[src/rtl/la_cmd_pkg.sv]
// Shared opcodes, widths and FSM encoding for the logic analyzer host-link
// command decoder.
package la_cmd_pkg;

    localparam logic [7:0] OP_ARM  = 8'h41;  // 'A'
    localparam logic [7:0] OP_STOP = 8'h53;  // 'S'
    localparam logic [7:0] OP_MASK = 8'h4D;  // 'M'
    localparam logic [7:0] OP_DIV  = 8'h44;  // 'D'
    localparam logic [7:0] ACK_ERR = 8'h3F;  // '?'

    localparam int MASK_W = 3;
    localparam int DIV_W  = 16;

    typedef enum logic [1:0] {
        ST_IDLE    = 2'd0,
        ST_OPERAND = 2'd1,
        ST_ACK     = 2'd2
    } state_e;

    function automatic logic op_known(input logic [7:0] op);
        return (op == OP_ARM) || (op == OP_STOP) || (op == OP_MASK) || (op == OP_DIV);
    endfunction

    function automatic logic [1:0] op_operands(input logic [7:0] op);
        case (op)
            OP_MASK: return 2'd1;
            OP_DIV:  return 2'd2;
            default: return 2'd0;
        endcase
    endfunction

endpackage

[src/rtl/cmd_timeout_timer.sv]
// Reloadable, saturating down-counter: expired asserts TIMEOUT_CYCLES enabled
// cycles after the last reload.
module cmd_timeout_timer #(
    parameter int TIMEOUT_CYCLES = 1_000_000
) (
    input  logic clk,
    input  logic rst,
    input  logic reload,
    input  logic enable,
    output logic expired
);

    localparam int CW = $clog2(TIMEOUT_CYCLES + 1);
    // Loading N-1 makes the zero count land exactly N cycles after the reload.
    localparam logic [CW-1:0] LOAD = CW'(TIMEOUT_CYCLES - 1);

    logic [CW-1:0] cnt_q, cnt_d;

    always_comb begin
        cnt_d = cnt_q;
        if (reload)
            cnt_d = LOAD;
        else if (enable && cnt_q != '0)
            cnt_d = cnt_q - CW'(1);
    end

    always_ff @(posedge clk) begin
        if (rst)
            cnt_q <= LOAD;
        else
            cnt_q <= cnt_d;
    end

    assign expired = enable && (cnt_q == '0);

endmodule

[src/rtl/uart_cmd_controller.sv]
// Host-link command decoder driving trigger mask, sample divider and arm/abort.
// Define CMD_ECHO_EN to build the ACK state and the acknowledge byte handshake.
module uart_cmd_controller
    import la_cmd_pkg::*;
#(
    parameter int               TIMEOUT_CYCLES = 1_000_000,
    parameter logic [DIV_W-1:0] DIV_RESET      = 16'd1
) (
    input  logic              clk,
    input  logic              rst,
    input  logic [7:0]        rx_data,
    input  logic              rx_valid,
    input  logic              capture_busy,
    output logic [MASK_W-1:0] trig_mask,
    output logic [DIV_W-1:0]  sample_div,
    output logic              arm,
    output logic              abort,
    output logic              cmd_error,
    output logic [7:0]        ack_data,
    output logic              ack_valid,
    input  logic              ack_ready,
    output logic [1:0]        state_debug
);

    state_e            state_q;
    logic [7:0]        opcode_q;
    logic [7:0]        op_hi_q;
    logic [1:0]        remain_q;
    logic [MASK_W-1:0] mask_q;
    logic [DIV_W-1:0]  div_q;
    logic              arm_q, abort_q, err_q;
`ifdef CMD_ECHO_EN
    logic [7:0]        ack_data_q;
    logic              ack_valid_q;
`endif

    logic              byte_taken, timer_expired;
    logic [7:0]        fin_op, done_byte;
    logic [DIV_W-1:0]  div_val;
    logic              accept, final_byte, bad_op, timed_out, done, done_err;

    assign byte_taken = rx_valid && (state_q == ST_IDLE || state_q == ST_OPERAND);

    cmd_timeout_timer #(.TIMEOUT_CYCLES(TIMEOUT_CYCLES)) u_timer (
        .clk     (clk),
        .rst     (rst),
        .reload  (byte_taken),
        .enable  (state_q == ST_OPERAND),
        .expired (timer_expired)
    );

    // Completion is decided in the cycle of the final byte, using that cycle's busy.
    always_comb begin
        fin_op  = (state_q == ST_IDLE) ? rx_data : opcode_q;
        div_val = {op_hi_q, rx_data};
        case (fin_op)
            OP_STOP:         accept = 1'b1;
            OP_ARM, OP_MASK: accept = !capture_busy;
            OP_DIV:          accept = !capture_busy && (div_val != '0);
            default:         accept = 1'b0;
        endcase
        final_byte = rx_valid &&
                     ((state_q == ST_IDLE && op_known(rx_data) && op_operands(rx_data) == 2'd0) ||
                      (state_q == ST_OPERAND && remain_q == 2'd1));
        bad_op     = rx_valid && (state_q == ST_IDLE) && !op_known(rx_data);
        timed_out  = (state_q == ST_OPERAND) && !rx_valid && timer_expired;
        done       = final_byte || bad_op || timed_out;
        done_err   = bad_op || timed_out || (final_byte && !accept);
        done_byte  = done_err ? ACK_ERR : fin_op;
    end

    always_ff @(posedge clk) begin
        if (rst) begin
            state_q     <= ST_IDLE;
            opcode_q    <= 8'h00;
            op_hi_q     <= 8'h00;
            remain_q    <= 2'd0;
            mask_q      <= '1;
            div_q       <= DIV_RESET;
            arm_q       <= 1'b0;
            abort_q     <= 1'b0;
            err_q       <= 1'b0;
`ifdef CMD_ECHO_EN
            ack_data_q  <= 8'h00;
            ack_valid_q <= 1'b0;
`endif
        end else begin
            arm_q   <= final_byte && accept && (fin_op == OP_ARM);
            abort_q <= final_byte && accept && (fin_op == OP_STOP);
            err_q   <= done_err;
            if (final_byte && accept && fin_op == OP_MASK)
                mask_q <= rx_data[MASK_W-1:0];
            if (final_byte && accept && fin_op == OP_DIV)
                div_q <= div_val;

            case (state_q)
                ST_IDLE: begin
                    if (rx_valid) begin
                        opcode_q <= rx_data;
                        remain_q <= op_operands(rx_data);
                        if (op_known(rx_data) && op_operands(rx_data) != 2'd0)
                            state_q <= ST_OPERAND;
                    end
                end
                ST_OPERAND: begin
                    if (rx_valid) begin
                        op_hi_q  <= rx_data;
                        remain_q <= remain_q - 2'd1;
                    end
                end
                default: begin
`ifdef CMD_ECHO_EN
                    if (ack_valid_q && ack_ready)
                        state_q <= ST_IDLE;
`else
                    state_q <= ST_IDLE;
`endif
                end
            endcase

`ifdef CMD_ECHO_EN
            if (done) begin
                state_q     <= ST_ACK;
                ack_data_q  <= done_byte;
                ack_valid_q <= 1'b1;
            end else if (ack_valid_q && ack_ready) begin
                ack_valid_q <= 1'b0;
            end
`else
            if (done)
                state_q <= ST_IDLE;
`endif
        end
    end

    assign trig_mask   = mask_q;
    assign sample_div  = div_q;
    assign arm         = arm_q;
    assign abort       = abort_q;
    assign cmd_error   = err_q;
    assign state_debug = state_q;

`ifdef CMD_ECHO_EN
    assign ack_data  = ack_data_q;
    assign ack_valid = ack_valid_q;
`else
    logic [8:0] unused_ack;
    assign unused_ack = {ack_ready, done_byte};
    assign ack_data   = 8'h00;
    assign ack_valid  = 1'b0;
`endif

endmodule

[config.mk]
export PLATFORM = sky130hd
export DESIGN_NAME = uart_cmd_controller
export DESIGN_NICKNAME = d
export VERILOG_FILES = /design/src/rtl/la_cmd_pkg.sv /design/src/rtl/cmd_timeout_timer.sv /design/src/rtl/uart_cmd_controller.sv
export SDC_FILE = /design/constraint.sdc
export NUM_CORES = 1
export LEC_CHECK = 0
export ABC_AREA = 1
export BUFFER_PORTS_ARGS = -buffer_cell sky130_fd_sc_hd__buf_2
export CORE_ASPECT_RATIO = 1.2
export CORE_MARGIN = 3
export CORE_UTILIZATION = 25
export DETAILED_ROUTE_END_ITERATION = 10
export HOLD_SLACK_MARGIN = 0.12
export SYNTH_ARGS = -nofsm -noshare
export SYNTH_HDL_FRONTEND = slang
export SYNTH_SLANG_ARGS = --single-unit
[constraint.sdc]
create_clock -name clk -period 1.88 [get_ports clk]
set_input_delay 0.188 -clock clk [delete_from_list [all_inputs] [get_ports clk]]
set_output_delay 0.188 -clock clk [all_outputs]
set_load 0.005 [all_outputs]
==> Word level (Yosys, flattened, before mapping) <==
Cells that the tools add are included.
{ "totals": {"ff_bits": 62, "input_bits": 13} }
{ "classes": {"add_sub_neg": 2, "n_eq_ne": 13, "muxes": 11, "bitwise": 1, "reduce_logical": 46} }
{ "op_table": {"columns": ["operator", "count"], "rows": [
  ["8-bit by 7-bit equality test with 1-bit output (second input constant)", 8],
  ["20-bit zero test", 1],
  ["20-bit nonzero test", 1],
  ["20-bit by 1-bit subtractor with 20-bit output (second input constant)", 1],
  ["1-bit logical AND", 19],
  ["16-bit nonzero test", 1],
  ["2-bit 2-to-1 mux", 6],
  ["2-bit case mux with 2 select lines", 3],
  ["1-bit logical OR", 9],
  ["8-bit 2-to-1 mux", 1],
  ["3-bit AND reduction", 2],
  ["2-bit OR reduction", 3],
  ["2-bit by 1-bit equality test with 1-bit output (second input constant)", 2],
  ["1-bit zero test", 4],
  ["2-bit zero test", 2],
  ["2-bit != test (second input constant)", 2],
  ["2-bit AND reduction", 2],
  ["2-bit nonzero test", 2],
  ["1-bit case mux with 3 select lines", 1],
  ["2-bit by 1-bit != test with 1-bit output (second input constant)", 1],
  ["2-bit by 1-bit subtractor with 2-bit output (second input constant)", 1],
  ["1-bit inverter", 1]
]} }

==> Longest topological paths before layout <==
Gate-level depths: netlist (run 1).
{ "logic_depth": {"ltp_word": 11, "mapped_depth": 14} }

==> By module <==
A second synthesis (run 1) with hierarchy kept.
{ "unflattened": {"hier_cells": 551, "hier_area_um2": 3549.7} }
{ "modules_own_cells": {"columns": ["mod", "n_inst", "cells_per_inst", "area_each_um2", "seq_area_each_um2"], "rows": [
  ["uart_cmd_controller", 1, 332, 2205.9, 820.8],
  ["cmd_timeout_timer", 1, 219, 1343.8, 400.4]
]} }

==> Least setup slack after synthesis (run 1) <==
Ideal clock, no wire load.
{ "synth_timing": {"kind": "register -> register", "from": "register u_timer.cnt_q[0]", "to": "register u_timer.cnt_q[14]", "setup_ps": 142, "arrival_ps": 1532, "t_required_ps": 1738, "setup_slack_ps": 206, "path_stages_with_launch": 11, "path_buffers": 1, "period_less_slack_ps": 1674, "path_cell_list": "dfxtp_1 -> inv_1 -> ha_1 -> nand2_1 -> nor2_1 -> nand4_1 -> nand2_2 -> clkinv_1 -> buf_2 -> nand2_1 -> o211ai_1"} }
{ "synth_via": {"elab_chain_cells": 2, "elab_cells_between_ends": 3, "classes_between": "add/sub: 1; reduce/logical: 2"} }
{ "synth_rtl": {"columns": ["element", "line_no", "rtl"], "rows": [
  ["from (decl)", "cmd_timeout_timer.sv:17", "logic [CW-1:0] cnt_q, cnt_d;"],
  ["from (signal assigned)", "cmd_timeout_timer.sv:31", "cnt_q <= cnt_d;"],
  ["parallel branches: the longest is 2 deep, another holds 20-bit by 1-bit subtractor with 20-bit output", null, null]
]} }
Parallel ways; which one is timed is not known.
A chain may end at the register's enable or synchronous reset.

==> Worst setup path after layout (run 1) <==
{ "layout_timing": {"from": "register u_timer.cnt_q[0]", "to": "register u_timer.cnt_q[17]"} }
Same word-level chain as after synthesis.

==> impl_metrics.env, run 1 <==
export IMPL_dr_wl_met2_mm=3.71
export IMPL_critPathCaptureType="flip-flop"
export IMPL_outcome="completed"
export IMPL_post_route_util_pct=31.6
export IMPL_synth_ff_type="dfxtp_1"
export IMPL_irDropWorstVdd_mv=0.405
export IMPL_dp_hpwl_mm=5.75
export IMPL_dp_slack_ps=130
export IMPL_drive_above_1_share_pct=15.0
export IMPL_syn_to_final_growth_pct=23.5
export IMPL_core_area_sq_um=12700
export IMPL_ys_types=31
export IMPL_drc=0
export IMPL_clockBufferDepth=2
export IMPL_cap_violations=0
export IMPL_p_seq_share_pct=42.0
export IMPL_critPathKind="reg2reg"
export IMPL_worstPathArrival_ps=1920
export IMPL_numCtsBuffers=9
export IMPL_syn_cell_area_sq_um=3260
export IMPL_fp_dieH_um=131
export IMPL_clock_root_buffer="clkbuf_16"
export IMPL_period_minus_slack_ps=1710
export IMPL_fin_skew_ps=6.59
export IMPL_async_reset_ff_share_pct=0
export IMPL_wl_met3_um=433
export IMPL_internal_power_w=0.00239
export IMPL_clk_latency_ps=330
export IMPL_syn_inst=496
export IMPL_power_leakage_nw=1.84
export IMPL_fin_setup_tns_ps=0
export IMPL_grt_use_total_pct=11.2
export IMPL_synth_top_area_cell="dfxtp_1"
export IMPL_maxSlewViolCount=0
export IMPL_setup_viol=0
export IMPL_wirelength_met1_mm=3.45
export IMPL_cp_start_kind="flip-flop"
export IMPL_grt_pass1_wl_mm=12.8
export IMPL_routabilityCongestion=0.816
export IMPL_antenna_found_initial=0
export IMPL_clkTransAtPathRegs_ps=60
export IMPL_overflow=0
export IMPL_io_buffers=34
export IMPL_rsz0062_at_grt="false"
export IMPL_routed_wl_mm=7.74
export IMPL_synth_area_top_cells="dfxtp_1 (37%), nand2_1 (14%), inv_1 (8.3%)"
export IMPL_drtPass1Iterations=4
export IMPL_power_density_nw_per_um2=777
export IMPL_synth_top_cell_area_share_pct=37.5
export IMPL_worstPathMaxFanout=18
export IMPL_required_ps=2090
export IMPL_fin_crit_sh_pct=91.1
export IMPL_power_frac_comb_pct=4.9
export IMPL_hold_ws_ps=177
export IMPL_fill_cells=1414
export IMPL_p_clk_share_pct=53.1
export IMPL_p_sw_w=0.000740
export IMPL_viasPerCell=4.28
export IMPL_antennaDiodeCount=0
export IMPL_numClockSinks=61
export IMPL_cts_tree="yes"
export IMPL_ctsHtreeMaxLevel=3
export IMPL_max_freq_mhz=584
export IMPL_ant_nets=0
export IMPL_grt_pass1_vias=2851
export IMPL_topRoutingLayerUsed="met4"
export IMPL_ys_ff_latch=61
export IMPL_ys_warn_count=0
export IMPL_chipWidth_um=110
export IMPL_synth_edf_count=0
export IMPL_vias=3065
export IMPL_die_area_sq_um=14400
export IMPL_grt_max_degree=19
export IMPL_finalHoldViolations=0
export IMPL_drtIter0Drc=117
export IMPL_rows=45
export IMPL_ys_seq_area_share_pct=37.5
export IMPL_ios=46
export IMPL_finalWorstSetupSlack_ps=167
export IMPL_routedWlPerCell_um=10.8
export IMPL_worstHoldPathType="in2reg"
export IMPL_layout_nets=563
export IMPL_syn_area_per_cell_sq_um=6.57
export IMPL_start_util_pct=25.6
export IMPL_p_sw_share_pct=23.7
final timing paths:
check                   start  cells past startpoint  slack (ps)           endpoint
max          u_timer.cnt_q[0]                     10         170  u_timer.cnt_q[17]
min                rx_data[7]                      3         180         op_hi_q[7]
max reg2reg  u_timer.cnt_q[0]                     10         170  u_timer.cnt_q[17]
min reg2reg       opcode_q[1]                      2         450        opcode_q[1]
cells in the mapped netlist (2+ instances only):
library cell and instances:
xnor2_1 3, nor3_1 3, o211ai_1 3, o21ai_0 25
nor4_1 4, a21oi_1 32, ha_1 3, buf_2 4
nand3_4 2, buf_4 12, inv_1 72, xor2_1 10
o22ai_1 2, nor2_1 64, nand2_2 3, a31oi_1 2
clkbuf_1 8, clkinv_1 3, nand2_1 125, nand4_1 21
nand3_1 25, dfxtp_1 61
final cells by class:
type / instances / area (sq um) / share of cell area (%)
Clock buffer: 9 / 225 / 5.60
Sequential cell: 61 / 1220 / 30.4
Clock inverter: 7 / 75.1 / 1.87
Multi-Input combinational cell: 343 / 1650 / 41.0
Inverter: 76 / 289 / 7.18
Tap cell: 164 / 205 / 5.10
Timing Repair Buffer: 56 / 358 / 8.89
per-layer routing:
layer / GRT usage [%] / vias to the layer above
li1: - / 1652
met1: 12.9 / 1326
met2: 19.8 / 72
met3: 3.14 / 15
met4: 4.06 / 0
met5: 0 / -
stage by stage:
step / cells / cell area [sq um] / power (W)
after floorplan: 505 / 3290 / 0.00144
after global placement: 698 / 3680 / 0.00149
after detailed placement: 698 / 3680 / 0.00149
after CTS: 715 / 3990 / 0.00316
after global routing: 716 / 4020 / 0.00323
final: 716 / 4020 / 0.00313
critical path, cell delays in order, from the launching register on:
cell and delay, ps:
dfxtp_1 340, inv_1 80, ha_1 140, nand2_1 60
nor2_1 130, nand4_1 170, nand2_2 130, buf_4 230
nor2_1 80, a31oi_1 120, o21ai_0 90
power by group through the flow:
stage	combinational, W	clock [W]	sequential, W
final	0.000154	0.00166	0.00131
after global placement	0.000152	0	0.00134
after floorplan	0.000105	0	0.00134
after global routing	0.000179	0.00174	0.00131
after detailed placement	0.000152	0	0.00134
after CTS	0.000154	0.00170	0.00131
timing repair:
action                                  4_1_cts  5_1_grt
setup buffers                                 0        0
endpoints found under the setup margin        0       16
hold endpoints to repair                      1        0
resized for setup                             0        5
hold buffers                                  1        0
flip-flops by register name (all words and copies together) (netlist names):
| register | count |
|---|---|
| op_hi_q | 8 |
| trig_mask | 3 |
| cmd_error | 1 |
| abort | 1 |
| opcode_q | 8 |
| remain_q | 2 |
| sample_div | 16 |
| u_timer.cnt_q | 20 |
| state_debug | 1 |
| arm | 1 |
logic make-up (layout without fill, tap and decap cells):
group           after synthesis  in the layout  synth area share, %
compound gates               64             64                 10.2
xor+xnor                     13             13                 3.49
fa+ha+maj                     3              3                 1.15
buf+inv                     102            148                 13.5
flops                        61             61                 37.5
other cells                   1             10                0.115
simple gates                252            253                 34.1
cells in the final DEF (no fill, tap or decap), types with 3 or more instances in the layout:
cell type | netlist | final
nand2_1 | 125 | 125
inv_1 | 72 | 72
nor2_1 | 64 | 64
dfxtp_1 | 61 | 60
buf_2 | 4 | 34
a21oi_1 | 32 | 32
o21ai_0 | 25 | 25
nand3_1 | 25 | 25
nand4_1 | 21 | 21
buf_4 | 12 | 18
xor2_1 | 10 | 10
conb_1 | 1 | 10
clkbuf_16 | 0 | 9
nor4_1 | 4 | 4
clkinvlp_4 | 0 | 4
nand2_2 | 3 | 3
nor3_1 | 3 | 3
nand3_4 | 2 | 3
xnor2_1 | 3 | 3
o211ai_1 | 3 | 3
ha_1 | 3 | 3
(Power assumes the default switching activity.)
==> inputs of run 2 (changes only) <==
--- a/config.mk
+++ b/config.mk
@@ -11,6 +11,7 @@
 export CORE_MARGIN = 3
 export CORE_UTILIZATION = 25
 export DETAILED_ROUTE_END_ITERATION = 10
+export GPL_TIMING_DRIVEN = 0
 export HOLD_SLACK_MARGIN = 0.12
 export SYNTH_ARGS = -nofsm -noshare
 export SYNTH_HDL_FRONTEND = slang
==> impl_metrics.env, run 2 (same netlist as run 1, synthesis figures left out) <==
export IMPL_clk_latency_ps=330
export IMPL_numClockSinks=61
export IMPL_numCtsBuffers=9
export IMPL_chipWidth_um=110
export IMPL_grt_pass1_vias=2812
export IMPL_ant_nets=0
export IMPL_worstPathArrival_ps=2010
export IMPL_viasPerCell=4.26
export IMPL_hold_ws_ps=133
export IMPL_outcome="completed"
export IMPL_period_minus_slack_ps=1740
export IMPL_clkTransAtPathRegs_ps=50
export IMPL_irDropWorstVdd_mv=0.414
export IMPL_layout_nets=573
export IMPL_antennaDiodeCount=0
export IMPL_total_power_w=0.00336
export IMPL_ios=46
export IMPL_worstPathMaxFanout=10
export IMPL_fp_dieH_um=131
export IMPL_dp_hpwl_mm=5.87
export IMPL_rows=45
export IMPL_io_buffers=34
export IMPL_hold_buffers=0
export IMPL_maxSlewViolCount=0
export IMPL_critPathKind="reg2reg"
export IMPL_drtPass1Iterations=4
export IMPL_grt_max_degree=11
export IMPL_largest_reg_flops=20
export IMPL_tightest_slew_ps=513
export IMPL_core_area_sq_um=12700
export IMPL_max_freq_mhz=576
export IMPL_slew_headroom_pct=65.7
export IMPL_overflow=0
export IMPL_vias=3095
export IMPL_clock_root_buffer="clkbuf_16"
export IMPL_cap_violations=0
export IMPL_fin_skew_ps=7.66
export IMPL_final_cell_mix="nand2_1 (123), inv_1 (71), nor2_1 (63), dfxtp_1 (60), buf_2 (34)"
export IMPL_syn_to_final_growth_pct=26.3
export IMPL_ctsHtreeMaxLevel=3
export IMPL_start_util_pct=25.6
export IMPL_required_ps=2150
export IMPL_drive_above_1_share_pct=16.4
export IMPL_power_leakage_nw=1.92
export IMPL_largest_register="u_timer.cnt_q"
export IMPL_cts_tree="yes"
export IMPL_power_density_nw_per_um2=816
export IMPL_worstHoldPathType="in2reg"
export IMPL_die_area_sq_um=14400
export IMPL_routabilityCongestion=0.854
export IMPL_clockBufferDepth=2
export IMPL_fin_setup_tns_ps=0
export IMPL_fin_crit_sh_pct=92.3
export IMPL_routed_wl_mm=7.80
export IMPL_grt_use_total_pct=11.4
export IMPL_final_common_cell="nand2_1"
export IMPL_cp_start_kind="flip-flop"
export IMPL_routedWlPerCell_um=10.7
export IMPL_critPathCaptureType="flip-flop"
export IMPL_antenna_found_initial=0
export IMPL_setup_viol=0
export IMPL_drc=0
export IMPL_grt_pass1_wl_mm=12.8
export IMPL_drtIter0Drc=98
export IMPL_finalHoldViolations=0
==> run 2: cell types whose count changed in the layout (fill, tap and decap cells not counted), sizes merged, moves of 2 or more <==
cell and delta:
buf +3, clkinv -2, clkbuf +13, clkinvlp -4
==> run 2: metrics by stage <==
stage	instances	utilization [%]	instance area, sq um	worst slack (ps)
2_1_floorplan	505	-	3290	206
3_3_place_gp	703	28.8	3670	-266
3_5_place_dp	703	28.8	3670	-285
4_1_cts	721	31.8	4040	16.1
5_1_grt	726	32.4	4120	-0.830
6_report	726	32.4	4120	144
==> run 2: path summary, 6_finish.rpt <==
| check | from | to | slack, ps | depth (start not counted) |
|---|---|---|---|---|
| min reg2reg | trig_mask[1] | trig_mask[1] | 450 | 2 |
| min | rst | remain_q[0] | 130 | 2 |
| max reg2reg | state_debug[0] | sample_div[14] | 140 | 13 |
| max | state_debug[0] | sample_div[14] | 140 | 13 |
==> run 2: power by group <==
group          switching, W  leakage [nW]  internal [W]
sequential       0.00000480         0.495       0.00131
clock              0.000588         0.172       0.00130
combinational      0.000105          1.25     0.0000540
==> run 2: area by class of cell <==
cell class	instances	area [sq um]
Fill cell	1411	8610
Multi-Input combinational cell	342	1640
Sequential cell	61	1220
Inverter	76	293
Clock buffer	13	280
Timing Repair Buffer	42	234
Tap cell	164	205
Buffer	25	170
Clock inverter	3	65.1
==> run 2: worst max-delay path, stage by stage (launching register included) <==
cell and delay [ps]:
dfxtp_4 370, buf_8 150, nand2_1 80, nand2_2 60
nor2_2 90, nand3_2 120, nor2_8 160, nand2_2 80
nand3_4 110, nand3_4 120, buf_6 160, nand2_1 50
inv_1 40, nor2_1 80
==> run 2: what timing repair did <==
| action | in CTS | in global routing |
|---|---|---|
| pin swaps | 1 | 3 |
| buffers inserted | 2 | 6 |
| endpoints found under the setup margin | 36 | 38 |
| gates resized for setup | 7 | 15 |
==> run 2: metal layers <==
metal	up-vias	share of wire [%]	routed length [um]	global-route usage, %
li1	1676	-	-	-
met1	1332	46	3600	13.9
met2	68	45	3550	18.8
met3	19	5.9	460	2.74
met4	0	2.5	197	5.58
met5	-	0	0	0
